### src/rtl/mem_pkg.sv
// Types and default geometry shared by the instruction-fetch line server and the instruction cache.
package mem_pkg;

    localparam int unsigned LINE_SIZE_DEF      = 64;
    localparam int unsigned ADDR_WIDTH_DEF     = 32;
    localparam int unsigned MEM_DATA_WIDTH_DEF = 32;

    typedef enum logic [1:0] {
        IDLE = 2'd0,
        REQ  = 2'd1,
        WAIT = 2'd2,
        RESP = 2'd3
    } line_srv_state_t;

endpackage

### src/rtl/line_assembler.sv
// Line buffer: one memory word is written per beat; the whole line is always readable.
module line_assembler #(
    parameter int unsigned WORD_W = 32,
    parameter int unsigned BEATS  = 16,
    localparam int unsigned BEAT_W = $clog2(BEATS)
) (
    input  logic                      clk_i,
    input  logic                      i_we,
    input  logic [BEAT_W-1:0]         i_beat,
    input  logic [WORD_W-1:0]         i_word,
    output logic [WORD_W*BEATS-1:0]   o_line
);

    logic [WORD_W*BEATS-1:0] r_line;

    // Contents are only meaningful once a fill has completed, so no reset.
    always_ff @(posedge clk_i) begin
        if (i_we) begin
            r_line[i_beat*WORD_W +: WORD_W] <= i_word;
        end
    end

    assign o_line = r_line;

endmodule

### src/rtl/imem_line_server.sv
// Fetches one cache line from word-wide backing memory, one read in flight at a time.
// state | meaning: IDLE waiting for a line request | REQ word request on the bus
//       | WAIT waiting for read data | RESP full line presented to the consumer
module imem_line_server
    import mem_pkg::*;
#(
    parameter int unsigned ADDR_WIDTH     = ADDR_WIDTH_DEF,
    parameter int unsigned LINE_SIZE      = LINE_SIZE_DEF,
    parameter int unsigned MEM_DATA_WIDTH = MEM_DATA_WIDTH_DEF
) (
    input  logic                        clk_i,
    input  logic                        rst_ni,
    input  logic                        line_req_i,
    input  logic [ADDR_WIDTH-1:0]       line_addr_i,
    output logic                        line_req_ready_o,
    output logic                        line_resp_valid_o,
    input  logic                        line_resp_ready_i,
    output logic [ADDR_WIDTH-1:0]       line_resp_addr_o,
    output logic [LINE_SIZE*8-1:0]      line_resp_data_o,
    output logic                        line_resp_err_o,
    output logic                        mem_req_o,
    output logic [ADDR_WIDTH-1:0]       mem_addr_o,
    input  logic                        mem_gnt_i,
    input  logic                        mem_rvalid_i,
    input  logic [MEM_DATA_WIDTH-1:0]   mem_rdata_i,
    input  logic                        mem_err_i,
    input  logic                        abort_i
);

    localparam int unsigned BEATS      = LINE_SIZE * 8 / MEM_DATA_WIDTH;
    localparam int unsigned BEAT_W     = $clog2(BEATS);
    localparam int unsigned WORD_BYTES = MEM_DATA_WIDTH / 8;
    localparam logic [ADDR_WIDTH-1:0] ALIGN_MASK = ~ADDR_WIDTH'(LINE_SIZE - 1);

    line_srv_state_t            r_state;
    line_srv_state_t            w_state_nxt;
    logic [BEAT_W-1:0]          r_beat;
    logic [ADDR_WIDTH-1:0]      r_base;
    logic                       r_err;
    logic                       r_drain;
    logic                       w_accept;
    logic                       w_last;
    logic                       w_beat_done;
    logic                       w_drain_set;
    logic [ADDR_WIDTH-1:0]      w_beat_off;
    logic [LINE_SIZE*8-1:0]     w_line;

    assign line_req_ready_o = (r_state == IDLE) && !r_drain;
    assign w_accept         = line_req_i && line_req_ready_o;
    assign w_last           = (r_beat == BEAT_W'(BEATS - 1));
    assign w_beat_done      = (r_state == WAIT) && mem_rvalid_i;
    assign w_beat_off       = ADDR_WIDTH'(r_beat) * ADDR_WIDTH'(WORD_BYTES);

    always_comb begin
        w_state_nxt = r_state;
        w_drain_set = 1'b0;
        unique case (r_state)
            IDLE: begin
                if (w_accept) begin
                    w_state_nxt = REQ;
                end
            end
            REQ: begin
                if (abort_i) begin
                    w_state_nxt = IDLE;
                    // A read granted in this very cycle will still return data.
                    w_drain_set = mem_gnt_i;
                end else if (mem_gnt_i) begin
                    w_state_nxt = WAIT;
                end
            end
            WAIT: begin
                if (abort_i) begin
                    w_state_nxt = IDLE;
                    w_drain_set = !mem_rvalid_i;
                end else if (mem_rvalid_i) begin
                    w_state_nxt = w_last ? RESP : REQ;
                end
            end
            RESP: begin
                if (abort_i || line_resp_ready_i) begin
                    w_state_nxt = IDLE;
                end
            end
            default: w_state_nxt = IDLE;
        endcase
    end

    always_ff @(posedge clk_i) begin
        if (!rst_ni) begin
            r_state <= IDLE;
            r_beat  <= '0;
            r_err   <= 1'b0;
            r_drain <= 1'b0;
        end else begin
            r_state <= w_state_nxt;
            if (w_accept) begin
                r_beat <= '0;
                r_err  <= 1'b0;
            end else if (w_beat_done && !abort_i) begin
                r_err <= r_err | mem_err_i;
                if (!w_last) begin
                    r_beat <= r_beat + BEAT_W'(1);
                end
            end
            if (w_drain_set) begin
                r_drain <= 1'b1;
            end else if (mem_rvalid_i) begin
                r_drain <= 1'b0;
            end
        end
    end

    always_ff @(posedge clk_i) begin
        if (w_accept) begin
            r_base <= line_addr_i & ALIGN_MASK;
        end
    end

    line_assembler #(
        .WORD_W (MEM_DATA_WIDTH),
        .BEATS  (BEATS)
    ) u_line_assembler (
        .clk_i  (clk_i),
        .i_we   (w_beat_done),
        .i_beat (r_beat),
        .i_word (mem_rdata_i),
        .o_line (w_line)
    );

    assign mem_req_o         = (r_state == REQ);
    assign mem_addr_o        = r_base + w_beat_off;
    assign line_resp_valid_o = (r_state == RESP);
    assign line_resp_addr_o  = r_base;
    assign line_resp_data_o  = w_line;
    assign line_resp_err_o   = r_err;

endmodule

### config.mk
export PLATFORM = sky130hd
export DESIGN_NAME = imem_line_server
export DESIGN_NICKNAME = d
export VERILOG_FILES = /design/src/rtl/mem_pkg.sv /design/src/rtl/line_assembler.sv /design/src/rtl/imem_line_server.sv
export SDC_FILE = /design/constraint.sdc
export NUM_CORES = 1
export LEC_CHECK = 0
export BUFFER_PORTS_ARGS = -buffer_cell sky130_fd_sc_hd__buf_2
export CORE_AREA = 2 2 254 256
export DETAILED_ROUTE_END_ITERATION = 7
export DIE_AREA = 0 0 256 258
export PLACE_DENSITY = 0.65
export SYNTH_ARGS = -nofsm -noshare
export SYNTH_HDL_FRONTEND = slang
export SYNTH_SLANG_ARGS = --single-unit
### constraint.sdc
create_clock -name clk_i -period 3.9 [get_ports clk_i]
set_input_delay 0.39 -clock clk_i [delete_from_list [all_inputs] [get_ports clk_i]]
set_output_delay 0.39 -clock clk_i [all_outputs]
set_load 0.01 [all_outputs]
==> Yosys cells after proc, flatten, opt, wreduce, memory -nomap -nowiden <==
Index checks and enable logic that the tools add are counted.
{ "word_totals": {"ff_bits": 546, "input_bits": 72, "out_inout_bits": 580, "word_cells": 49} }
{ "op_classes": {"add_sub_neg": 3, "n_eq_ne": 8, "shift": 2, "mux": 14, "bitwise_logic": 3, "reduce_logical": 13} }
{ "op_table": {"columns": ["operator", "count"], "rows": [
  ["$bwmux W512", 1],
  ["$shift A32 B34 Y512 const A", 1],
  ["$shiftx A32 B34 Y512", 1],
  ["$neg A9 Y34", 1],
  ["$add A32 B6 Y32", 1],
  ["$mux W2", 7],
  ["$pmux W2 S4", 1],
  ["$add A4 B1 Y4 const B", 1],
  ["$eq A2 B2 Y1 const B", 2],
  ["$eq A4 B4 Y1 const B", 1],
  ["$logic_and A1 B1 Y1", 4],
  ["$mux W1", 4],
  ["$reduce_and A4 Y1", 1],
  ["$logic_not A1 Y1", 3],
  ["$ne A3 B1 Y1 const B", 1],
  ["$ne A3 B3 Y1 const B", 1],
  ["$eq A2 B1 Y1 const B", 1],
  ["$logic_not A2 Y1", 1],
  ["$ne A2 B1 Y1 const B", 1],
  ["$ne A2 B2 Y1 const B", 1],
  ["$not A1 Y1", 2],
  ["$pmux W1 S2", 1],
  ["$reduce_and A2 Y1", 1],
  ["$reduce_bool A2 Y1", 1],
  ["other kinds (3)", 3]
]} }

==> Logic depth before layout (Yosys ltp) <==
Gate-level depths: netlist of the first run.
{ "depth": {"word_depth": 5, "mapped_depth": 10, "ltp_nobuf": 6} }

==> Hierarchy <==
A second synthesis of the first run with hierarchy kept.
{ "unflattened": {"cells_unflattened": 1375, "area_unflattened_um2": 20712.4} }
{ "by_module_without_submodules": {"columns": ["mod", "n_inst", "cells_each", "area_each_um2", "seq_area_each_um2"], "rows": [
  ["line_assembler", 1, 1256, 19162.1, 15374.7],
  ["imem_line_server", 1, 119, 1550.2, 940.9]
]} }

==> Worst setup path before layout of the first run <==
No wires, ideal clock.
{ "synth_timing": {"kind": "flip-flop to flip-flop", "from": "reg, netlist name r_beat[0]", "to": "reg u_line_assembler.r_line[0], in the netlist u_line_assembler.o_line[0] (enable)", "setup_time_ns": 0.468, "arrival_time_ns": 3.870, "required_time_ns": 3.432, "path_slack_ns": -0.438, "stages_incl_launch_ff": 7, "path_buffers": 2, "period_less_slack_ns": 4.338, "cell_sequence": "dfxtp_1 -> buf_2 -> nor3_2 -> ha_1 -> clkbuf_1 -> nor4_2 -> nor3b_1"} }
{ "synth_rtl": {"columns": ["item", "line_no", "rtl"], "rows": [
  ["end signal: indexed assignment", "line_assembler.sv:19", "r_line[i_beat*WORD_W +: WORD_W] <= i_word;"],
  ["end: declaration", "line_assembler.sv:14", "logic [WORD_W*BEATS-1:0] r_line;"]
]} }

==> summary.md, run 1 <==
| Metric | Value |
|---|---|
| Fin util | `0.413` |
| Synth area leader | `edfxtp_1` |
| Slowest-stage cell, CP | `dfxtp_1` |
| Crit-path cells | `inv_1 > ha_1 > xnor2_1 > nand2_4 > and2b_1 > and2_2 > buf_4` |
| Global-route wire length before repair | `between 90,000 and 100,000 um` |
| Uppermost routed layer | `met4` |
| Least-Margin Pin Slew | `~1.3 ns` |
| DRC | `0` |
| Leak | `between 9 and 10 nW` |
| Peak supply drop | `between 0.0003 and 0.0004 V` |
| Mapped Area | `20,200 sq um` |
| Die area | `66,000 sq um` |
| Worst-Skew Late Latency | `~0.6 ns` |
| Max-cap violations | `0` |
| Max incr delay on CP | `around 0.56 ns` |
| Via/cell ratio | `4.70` |
| Syn Area/Cell | `between 10 and 15 sq um` |
| Yosys cell types | `40` |
| Gp weighted congestion | `between 0.8 and 0.9` |
| Max Freq | `0.330 GHz` |
| Drt wl/cell | `24.6 um` |
| Fin. Hold Viols | `0` |
| WP data arrival | `3.26 ns` |
| Root Buffer | `clkbuf_16` |
| Crit end category | `register` |
| Largest net degree at the start of global routing | `53` |
| Post-Layout Cell Count | `2,909` |
| Fin. max-slew vios | `0` |
| Row count | `93` |
| Vias | `about 14,000` |
| Pre-antenna DRT Iters | `5` |
| Post-synthesis sequential area ratio | `0.809` |
| CTS tree | `yes` |
| Crit start category | `register` |
| CTS clock-pin slew for the worst setup and hold paths | `around 0.060 ns` |
| Met2 routed WL | `34,600 um` |
| Most frequent cells in the layout | `buf_2, edfxtp_1, nor2_1` |
| Cell Pwr Density | `approximately 450 nW/um^2` |
| Dpl ws | `0.850 ns` |
| Unrepaired setup endpoints after global routing | `no` |
| Status | `completed` |
| Clock tree buffer depth | `3` |
| Commonest non-fill, non-tap cell in the layout | `buf_2` |
| CTS Buf Count | `55` |
| Worst Path Buf+Inv | `2` |
| Hold Crit Class | `input pin to register` |
| Die height | `258 um` |
| Cell count after synthesis | `between 1,000 and 1,500` |
| Total track usage | `0.210` |
| Buffers on Ports | `637` |
| Final HPWL DP | `between 40,000 and 50,000 um` |
| Number of I/O pins | `652` |
| Area Growth Syn to Fin | `30.4%` |
| CTS sink count | `546` |
| Final #Nets | `2,094` |
| Vias in the first global route | `~14,000` |
| Die Width | `256 um` |
| Worst hold slack | `about 0.12 ns` |
| Slew HR | `0.155` |
| Remaining Overflow, GRT | `0` |
| Routed length on met3 | `roughly 7300 um` |
| Final setup TNS | `0 ns` |
| Initial antenna violation count | `9` |
| Fillers | `5,864` |
| Seq cells post-synth | `546` |
| Fraction of layout cells with a size suffix above 1 | `0.373` |
| Wl on met1 | `26,900 um` |
| PostCTS Resize Cnt | `0` |
| CTS HTree Levels | `2` |
| Iteration-0 DRC Markers | `roughly 1,500` |
| Crit Path Category | `register to register` |
| Synth top area share | `0.801` |
| Setup WS post-layout | `0.871 ns` |
| Final setup violation count | `0` |
| Dpl cells | `around 2,800` |
| Synth warn | `0` |
| Fin crit share | `0.777` |
| Clock Skews | `0.0196 ns` |
| Starting density of the core | `0.317` |
| Antenna Violating Nets Remaining | `0` |
| Minimum clock period | `approximately 3.0 ns` |
| Area contributors post-synth | `edfxtp_1, nor2_1, and2_1` |
| CORE AREA | `63,600 sq um` |
| CP Data Required Time | `slightly above 4 ns` |
| CP max FO | `32` |
| DRT Wirelength | `roughly 72,000 um` |
| Cell family with most CP delay | `simple AND/OR/NAND/NOR gates` |
## path summary, 6_finish.rpt
kind                         from                     endpoint  slack (ns)  cells past startpoint
setup / recovery        r_beat[0]  u_line_assembler.o_line[81]        0.87                      7
hold / removal             rst_ni                      r_drain        0.12                      2
setup reg to reg        r_beat[0]  u_line_assembler.o_line[81]        0.87                      7
hold reg to reg   line_resp_err_o              line_resp_err_o        0.47                      2
## power by group
part	switching, mW	internal [mW]	total (mW)
Clock	2.19	2.77	4.96
Combinational	0.262	0.122	0.384
Sequential	0.0225	6.41	6.43
## flip-flops by register name, summed over array words and instances, names as in the netlist
register / flops
r_state: 2
line_resp_addr_o: 26
line_resp_err_o: 1
r_drain: 1
u_line_assembler.o_line: 512
r_beat: 4
## final cells by class
cell class                      count  area, sq um  share of cell area
Sequential cell                   546        16300               0.620
Timing Repair Buffer              697         3780               0.144
Multi-Input combinational cell    707         3490               0.132
Clock buffer                       75         1480              0.0563
Tap cell                          855         1070              0.0407
Clock inverter                     20          151             0.00575
Inverter                            7         26.3            0.000998
Antenna cell                        2         5.00            0.000190
## routing by layer
layer  vias to the layer above  global-route usage
li1                       5940                   -
met1                      6723               0.261
met2                       874               0.352
met3                       133              0.0517
met4                         0              0.0858
met5                         -                   0
## cell usage after synthesis, drive strengths merged
| cell type | number |
|---|---|
| a221oi | 1 |
| nor4b | 1 |
| nand4b | 1 |
| nor3b | 2 |
| a31oi | 1 |
| a211o | 1 |
| edfxtp | 538 |
| a21oi | 3 |
| ha | 8 |
| a21o | 1 |
| and2 | 164 |
| inv | 7 |
| buf | 68 |
| and3 | 2 |
| o21ai | 3 |
| dfxtp | 8 |
| nand2 | 103 |
| nor2b | 3 |
| o21bai | 1 |
| or4 | 1 |
| nor3 | 6 |
| xnor2 | 4 |
| nand2b | 6 |
| mux2i | 3 |
| nor4 | 1 |
| conb | 1 |
| a211oi | 1 |
| or3 | 1 |
| clkbuf | 34 |
| nor2 | 374 |
| nand3 | 2 |
| and2b | 2 |
| nand4 | 2 |
| nand3b | 1 |
## logic make-up (layout without fill, tap and decap cells)
family | Yosys count | in the layout | synth area share
fa+ha+maj | 8 | 8 | 0.00496
mux | 3 | 3 | 0.00149
compound gates | 12 | 12 | 0.00378
buf+inv | 109 | 799 | 0.0290
flops | 546 | 546 | 0.809
simple gates | 672 | 672 | 0.150
other cells | 1 | 10 | 0.000186
xor+xnor | 4 | 4 | 0.00174
## metrics by stage
stage / power (mW) / cell area (sq um)
CTS: 11.8 / 26300
global placement: 6.91 / 24400
finish: 11.8 / 26300
global route: 12.1 / 26300
floorplan: 6.72 / 20200
detailed placement: 6.92 / 24400
## repair_timing
item	4_1_cts	5_1_grt
endpoints found under the hold margin	27	0
hold buffers	27	0
setup buffers	0	0
(Power assumes the default switching activity.)
==> run 2, diff against run 1 <==
--- a/config.mk
+++ b/config.mk
@@ -9,7 +9,7 @@
 export CORE_AREA = 2 2 254 256
 export DETAILED_ROUTE_END_ITERATION = 7
 export DIE_AREA = 0 0 256 258
-export PLACE_DENSITY = 0.65
+export PLACE_DENSITY = 0.63
 export SYNTH_ARGS = -nofsm -noshare
 export SYNTH_HDL_FRONTEND = slang
 export SYNTH_SLANG_ARGS = --single-unit
==> constraint.sdc (replaced) <==
create_clock -name clk_i -period 2.85 [get_ports clk_i]
set_input_delay 0.285 -clock clk_i [delete_from_list [all_inputs] [get_ports clk_i]]
set_output_delay 0.285 -clock clk_i [all_outputs]
set_load 0.01 [all_outputs]
==> run 2 against run 1 <==
  * Sequential share of layout area decreased by 1.1 points
  * Critical path depth shrank 1
  * Hold slack got worse by 0.035 ns
  * Core utilization rose by 0.74 points
  * Critical path type unchanged
==> summary.md, run 2 (synthesis gave the netlist of run 1 again) <==
| Metric | Value |
|---|---|
| Final HPWL DP | `48,800 um (+0.24%)` |
| Post-Layout Cell Count | `2,935 (+0.89%)` |
| Clock tree buffer depth | `3 (unchanged)` |
| Share of power burned in combinational logic | `0.032 (about the same)` |
| Crit start category | `register` |
| Clock Skews | `0.0235 ns (+0.00389 ns)` |
| Fin. Hold Viols | `0 (unchanged)` |
| Number of I/O pins | `652 (unchanged)` |
| Crit end category | `register` |
| Least-Margin Pin Slew | `0.756 ns (-0.512 ns)` |
| CTS HTree Levels | `2 (unchanged)` |
| Pre-antenna DRT Iters | `5 (unchanged)` |
| Worst hold slack | `0.0819 ns (-0.0350 ns)` |
| Gp weighted congestion | `0.834 (+0.41%)` |
| Largest register FFs | `512 (unchanged)` |
| Fin crit share | `0.911 (+0.134)` |
| Clock power frac | `0.439 (+0.018)` |
| Root Buffer | `clkbuf_16` |
| Final #Nets | `2,108 (+0.67%)` |
| Commonest non-fill, non-tap cell in the layout | `buf_2` |
| Setup bufs post-CTS | `0 (unchanged)` |
| CTS clock-pin slew for the worst setup and hold paths | `0.06 ns (about the same)` |
| Area Growth Syn to Fin | `32.8%` |
| Max incr delay on CP | `0.48 ns (-0.08 ns)` |
| Fraction of layout cells with a size suffix above 1 | `0.379 (+0.00647)` |
| Setup WS post-layout | `0.254 ns (-0.617 ns)` |
| Fillers | `5,823 (-0.70%)` |
| WP data arrival | `2.90 ns (-0.36 ns)` |
| Crit-path cells | `inv_1 > ha_1 > nor3b_4 > nand2_1 > nor2_4 > buf_12` |
| Peak supply drop | `0.000484 V (+44%)` |
| Most frequent cells in the layout | `buf_2, edfxtp_1, nor2_1` |
| Minimum clock period | `2.60 ns (-0.433 ns)` |
| Max Freq | `0.385 GHz (+17%)` |
| Fin. max-slew vios | `0 (unchanged)` |
| Buffers on Ports | `637 (unchanged)` |
| Cell family with most CP delay | `simple AND/OR/NAND/NOR gates` |
| Iteration-0 DRC Markers | `1,435 (-4.4%)` |
| Slowest-stage cell, CP | `ha_1` |
| PostCTS Resize Cnt | `0 (unchanged)` |
| DRC | `0 (unchanged)` |
| Total track usage | `0.208 (-0.00171)` |
| CORE AREA | `63,600 sq um (unchanged)` |
| Cell Pwr Density | `621 nW/um^2 (+39%)` |
| CP max FO | `27 (-16%)` |
| Final setup violation count | `0 (unchanged)` |
| Row count | `93 (unchanged)` |
| Area of the multi-input gates | `3490 sq um (unchanged)` |
| Slew HR | `0.496 (+0.341)` |
| Final setup TNS | `0 ns (unchanged)` |
| Starting density of the core | `0.317 (unchanged)` |
| DRT Wirelength | `70,900 um (-0.89%)` |
| Dpl cells | `2,796 (+0.39%)` |
| Hold Crit Class | `input pin to register` |
| CTS sink count | `546 (unchanged)` |
| Drt wl/cell | `24.2 um (-1.8%)` |
| Global-route wire length before repair | `98,700 um (-0.73%)` |
| Status | `completed` |
| Die height | `258 um (unchanged)` |
| Vias in the first global route | `13,600 (-0.80%)` |
| CTS Buf Count | `57 (+3.6%)` |
| Sw Share | `0.214 (+0.00359)` |
| Worst Path Buf+Inv | `2 (unchanged)` |
| Via/cell ratio | `4.71 (+0.19%)` |
| Die Width | `256 um (unchanged)` |
| Reg area | `16,300 sq um (unchanged)` |
| Vias | `13,800 (+1.1%)` |
| Initial antenna violation count | `12 (+3)` |
| Largest net degree at the start of global routing | `52 (-1.9%)` |
| Switching power | `3.56 mW (+44%)` |
| Max-cap violations | `0 (unchanged)` |
| Remaining Overflow, GRT | `0 (unchanged)` |
| Dpl ws | `0.246 ns (-0.604 ns)` |
| Internal power | `13.1 mW (+41%)` |
| Crit Path Category | `register to register` |
| Unrepaired setup endpoints after global routing | `no` |
| Die area | `66,000 sq um (unchanged)` |
| CP Data Required Time | `3.15 ns (-0.99 ns)` |
| Leak | `9.39 nW (+2.1%)` |
| CTS tree | `yes` |
| Sequential share of power | `0.529 (-0.017)` |
| Worst-Skew Late Latency | `0.61 ns (about the same)` |
| Antenna Violating Nets Remaining | `0 (unchanged)` |
run 2: changes by cell type in the layout (fill, tap and decap cells not counted), moves of 2 or more:
| cell | change |
|---|---|
| buf_12 | +15 |
| buf_4 | -4 |
| bufinv_16 | +3 |
| clkbuf_1 | -5 |
| clkbuf_16 | +2 |
| clkbuf_8 | -3 |
| clkinv_1 | +5 |
| clkinv_2 | +3 |
| diode_2 | +3 |
| inv_6 | +2 |
run 2: per-stage QoR:
stage	util	total power, mW	cell area [sq um]
global route	0.421	17.1	26800
detailed placement	0.388	9.48	24700
global placement	0.388	9.46	24700
CTS	0.421	16.7	26800
floorplan	-	9.20	20300
finish	0.421	16.6	26800
run 2: area by class of cell:
| cell class | count | share of cell area |
|---|---|---|
| flip-flops and latches | 546 | 0.609 |
| repair buffers | 709 | 0.152 |
| multi-input cells | 707 | 0.130 |
| clock buffers | 69 | 0.0549 |
| well taps | 855 | 0.0399 |
| clock inverters | 37 | 0.0129 |
| inverters | 7 | 0.000981 |
| diodes | 5 | 0.000467 |
run 2: final timing paths:
path                    from                           end  slack (ns)  cells after the start
min reg2reg  line_resp_err_o               line_resp_err_o        0.47                      2
max                r_beat[0]  u_line_assembler.o_line[456]        0.25                      6
min                mem_gnt_i                       r_drain        0.08                      4
max reg2reg        r_beat[0]  u_line_assembler.o_line[456]        0.25                      6
run 2: worst min-delay path, cell delays in order:
cell and delay [ns]:
buf_2 0.09, nand4b_1 0.09, o21ai_0 0.08, and2_1 0.12
run 2: per-layer routing:
layer	wire length [um]	vias up	global-route usage
met5	0	-	0
met3	7100	154	0.0564
met4	3140	0	0.0942
met1	27300	6805	0.266
met2	33300	869	0.332
li1	-	5990	-
run 2: power groups by stage:
stage / clock (mW) / combinational (mW) / sequential, mW
5_1_grt: 7.70 / 0.555 / 8.81
3_3_place_gp: 0 / 0.492 / 8.97
2_1_floorplan: 0 / 0.200 / 9.00
6_report: 7.31 / 0.531 / 8.80
3_5_place_dp: 0 / 0.504 / 8.97
4_1_cts: 7.40 / 0.535 / 8.80
run 2: timing repair:
action	in CTS	in global routing
endpoints found under the hold margin	30	0
hold buffers	28	0
setup endpoints to repair	0	0
==> run 3, diff against run 2 <==
--- a/config.mk
+++ b/config.mk
@@ -9,6 +9,8 @@
 export CORE_AREA = 2 2 254 256
 export DETAILED_ROUTE_END_ITERATION = 7
 export DIE_AREA = 0 0 256 258
+export GPL_ROUTABILITY_DRIVEN = 0
+export GPL_TIMING_DRIVEN = 0
 export PLACE_DENSITY = 0.63
 export SYNTH_ARGS = -nofsm -noshare
 export SYNTH_HDL_FRONTEND = slang
==> run 3 against run 2 <==
  * Die area is the same
  * Hold slack about the same
  * Highest routed layer is now met5
  * Clock power about the same
  * Cell count grew 3.5%
  * Register-to-register slack got worse by 0.18 ns
  * Design area grew 2.9%
  * First-iteration DRC count rose by 28%
  * Flip-flop and latch count did not move
  * Critical path type unchanged
  * Count of clock-buffer cells in the layout fell by 4
  * Routed wire length rose by 24%
  * Core utilization up 1.2 points
  * Non-clock buffer count rose by 109
==> summary.md, run 3 (synthesis gave the netlist of run 1 again) <==
| Metric | Value |
|---|---|
| Die area | `66,000 sq um (unchanged)` |
| Commonest non-fill, non-tap cell in the layout | `buf_2` |
| Iteration-0 DRC Markers | `1,841 (+28%)` |
| Final setup TNS | `0 ns (unchanged)` |
| Total power | `16.8 mW (+0.64%)` |
| Fin crit share | `0.974 (+0.0635)` |
| Minimum clock period | `2.78 ns (+0.181 ns)` |
| Antenna Violating Nets Remaining | `0 (unchanged)` |
| Largest net degree at the start of global routing | `28 (-46%)` |
| Fin. Hold Viols | `0 (unchanged)` |
| Crit start category | `register` |
| Remaining Overflow, GRT | `0 (unchanged)` |
| CTS Buf Count | `58 (+1.8%)` |
| Global-route wire length before repair | `118,000 um (+20%)` |
| DRC | `0 (unchanged)` |
| Area Growth Syn to Fin | `36.6%` |
| CTS clock-pin slew for the worst setup and hold paths | `0.06 ns (about the same)` |
| Final setup violation count | `0 (unchanged)` |
| Unrepaired setup endpoints after global routing | `yes` |
| Worst hold slack | `0.0821 ns (+0.000153 ns)` |
| Drt wl/cell | `28.9 um (+20%)` |
| Starting density of the core | `0.317 (unchanged)` |
| Vias | `14,700 (+6.7%)` |
| Cell Pwr Density | `608 nW/um^2 (-2.2%)` |
| Die Width | `256 um (unchanged)` |
| Ant diodes | `0 (-5)` |
| Row count | `93 (unchanged)` |
| CP max FO | `20 (-26%)` |
| CTS sink count | `546 (unchanged)` |
| CP Data Required Time | `3.22 ns (+0.07 ns)` |
| Total track usage | `0.260 (+0.0515)` |
| Fraction of layout cells with a size suffix above 1 | `0.407 (+0.0275)` |
| Fillers | `5,876 (+0.91%)` |
| Status | `completed` |
| Max-cap violations | `0 (unchanged)` |
| Buffers on Ports | `636 (-0.16%)` |
| Leak | `9.87 nW (+5.2%)` |
| Final #Nets | `2,222 (+5.4%)` |
| Clock tree buffer depth | `3 (unchanged)` |
| Least-Margin Pin Slew | `1.31 ns (+0.552 ns)` |
| Setup WS post-layout | `0.0732 ns (-0.181 ns)` |
| WP data arrival | `3.15 ns (+0.25 ns)` |
| Number of I/O pins | `652 (unchanged)` |
| Initial antenna violation count | `12 (unchanged)` |
| CTS tree | `yes` |
| Worst-Skew Late Latency | `0.62 ns (about the same)` |
| Peak supply drop | `0.000503 V (+4.0%)` |
| Clock Skews | `0.0261 ns (+0.00255 ns)` |
| Via/cell ratio | `4.85 (+3.1%)` |
| Largest register FFs | `512 (unchanged)` |
| Final HPWL DP | `61,300 um (+26%)` |
| Die height | `258 um (unchanged)` |
| Pre-antenna DRT Iters | `6 (+1)` |
| DRT Wirelength | `87,900 um (+24%)` |
| Most frequent cells in the layout | `buf_2, edfxtp_1, nor2_1` |
| Max Freq | `0.360 GHz (-6.5%)` |
| Fin. max-slew vios | `0 (unchanged)` |
| Crit end category | `register` |
| Hold Crit Class | `input pin to register` |
| Vias in the first global route | `14,500 (+7.0%)` |
| Crit Path Category | `register to register` |
| Root Buffer | `clkbuf_16` |
| Slew HR | `0.128 (-0.368)` |
| CTS HTree Levels | `2 (unchanged)` |
| CORE AREA | `63,600 sq um (unchanged)` |
| Dpl ws | `-0.897 ns (-1.14 ns)` |
## run 3: cell types whose count changed in the layout (fill, tap and decap cells not counted), moves of 3 or more
cell      previous run  this run
clkinv_1            14        17
buf_16               0         4
buf_4               23        62
diode_2              5         0
buf_2              637       665
clkbuf_2             0        21
clkbuf_4             0         4
buf_8                0         3
## run 3: final timing paths
path | startpoint | end | slack, ns | cells past startpoint
min | mem_gnt_i | r_drain | 0.08 | 4
min reg2reg | line_resp_err_o | line_resp_err_o | 0.50 | 2
max | r_beat[0] | u_line_assembler.o_line[388] | 0.07 | 10
max reg2reg | r_beat[0] | u_line_assembler.o_line[388] | 0.07 | 10
## run 3: cell type report
cell class,instances,area [sq um],share of cell area
clock buffer,65,1480,0.0536
inverter,7,26.3,0.000953
clock inverter,36,313,0.0113
multi-input combinational,711,3520,0.128
tap,855,1070,0.0388
sequential,546,16300,0.592
buffer,101,618,0.0224
timing repair buffer,717,4230,0.153
## run 3: repair_timing
item	CTS	global route
cloned	4	0
buffers inserted	39	0
pin swaps	19	1
hold buffers	28	0
endpoints found under the setup margin	585	490
endpoints found under the hold margin	30	0
gates resized for setup	36	22
## run 3: through the flow
stage	utilization	instances	cell area (sq um)
finish	0.433	3038	27600
global route	0.433	3038	27600
CTS	0.433	3039	27500
detailed placement	0.391	2867	24900
global placement	0.385	2853	24500
floorplan	-	1362	20300
## run 3: per-layer routing
layer,vias up,share of wire,global-route usage
met5,-,0.00026,0
met4,4,0.035,0.0869
met3,165,0.10,0.0665
met2,1011,0.49,0.442
met1,7345,0.37,0.324
li1,6217,-,-
## run 3: power breakdown
part / switching [mW] / internal [mW]
clock: 3.19 / 4.15
combinational: 0.382 / 0.224
sequential: 0.0360 / 8.78
total: 3.61 / 13.1
## run 3: worst max-delay path: stages (launching register included)
cell,delay (ns)
dfxtp_1,0.36
buf_2,0.23
nor3_2,0.08
ha_1,0.28
clkbuf_1,0.23
nand2b_1,0.17
clkbuf_1,0.29
buf_2,0.51
nor3_4,0.07
buf_12,0.15
buf_16,0.16
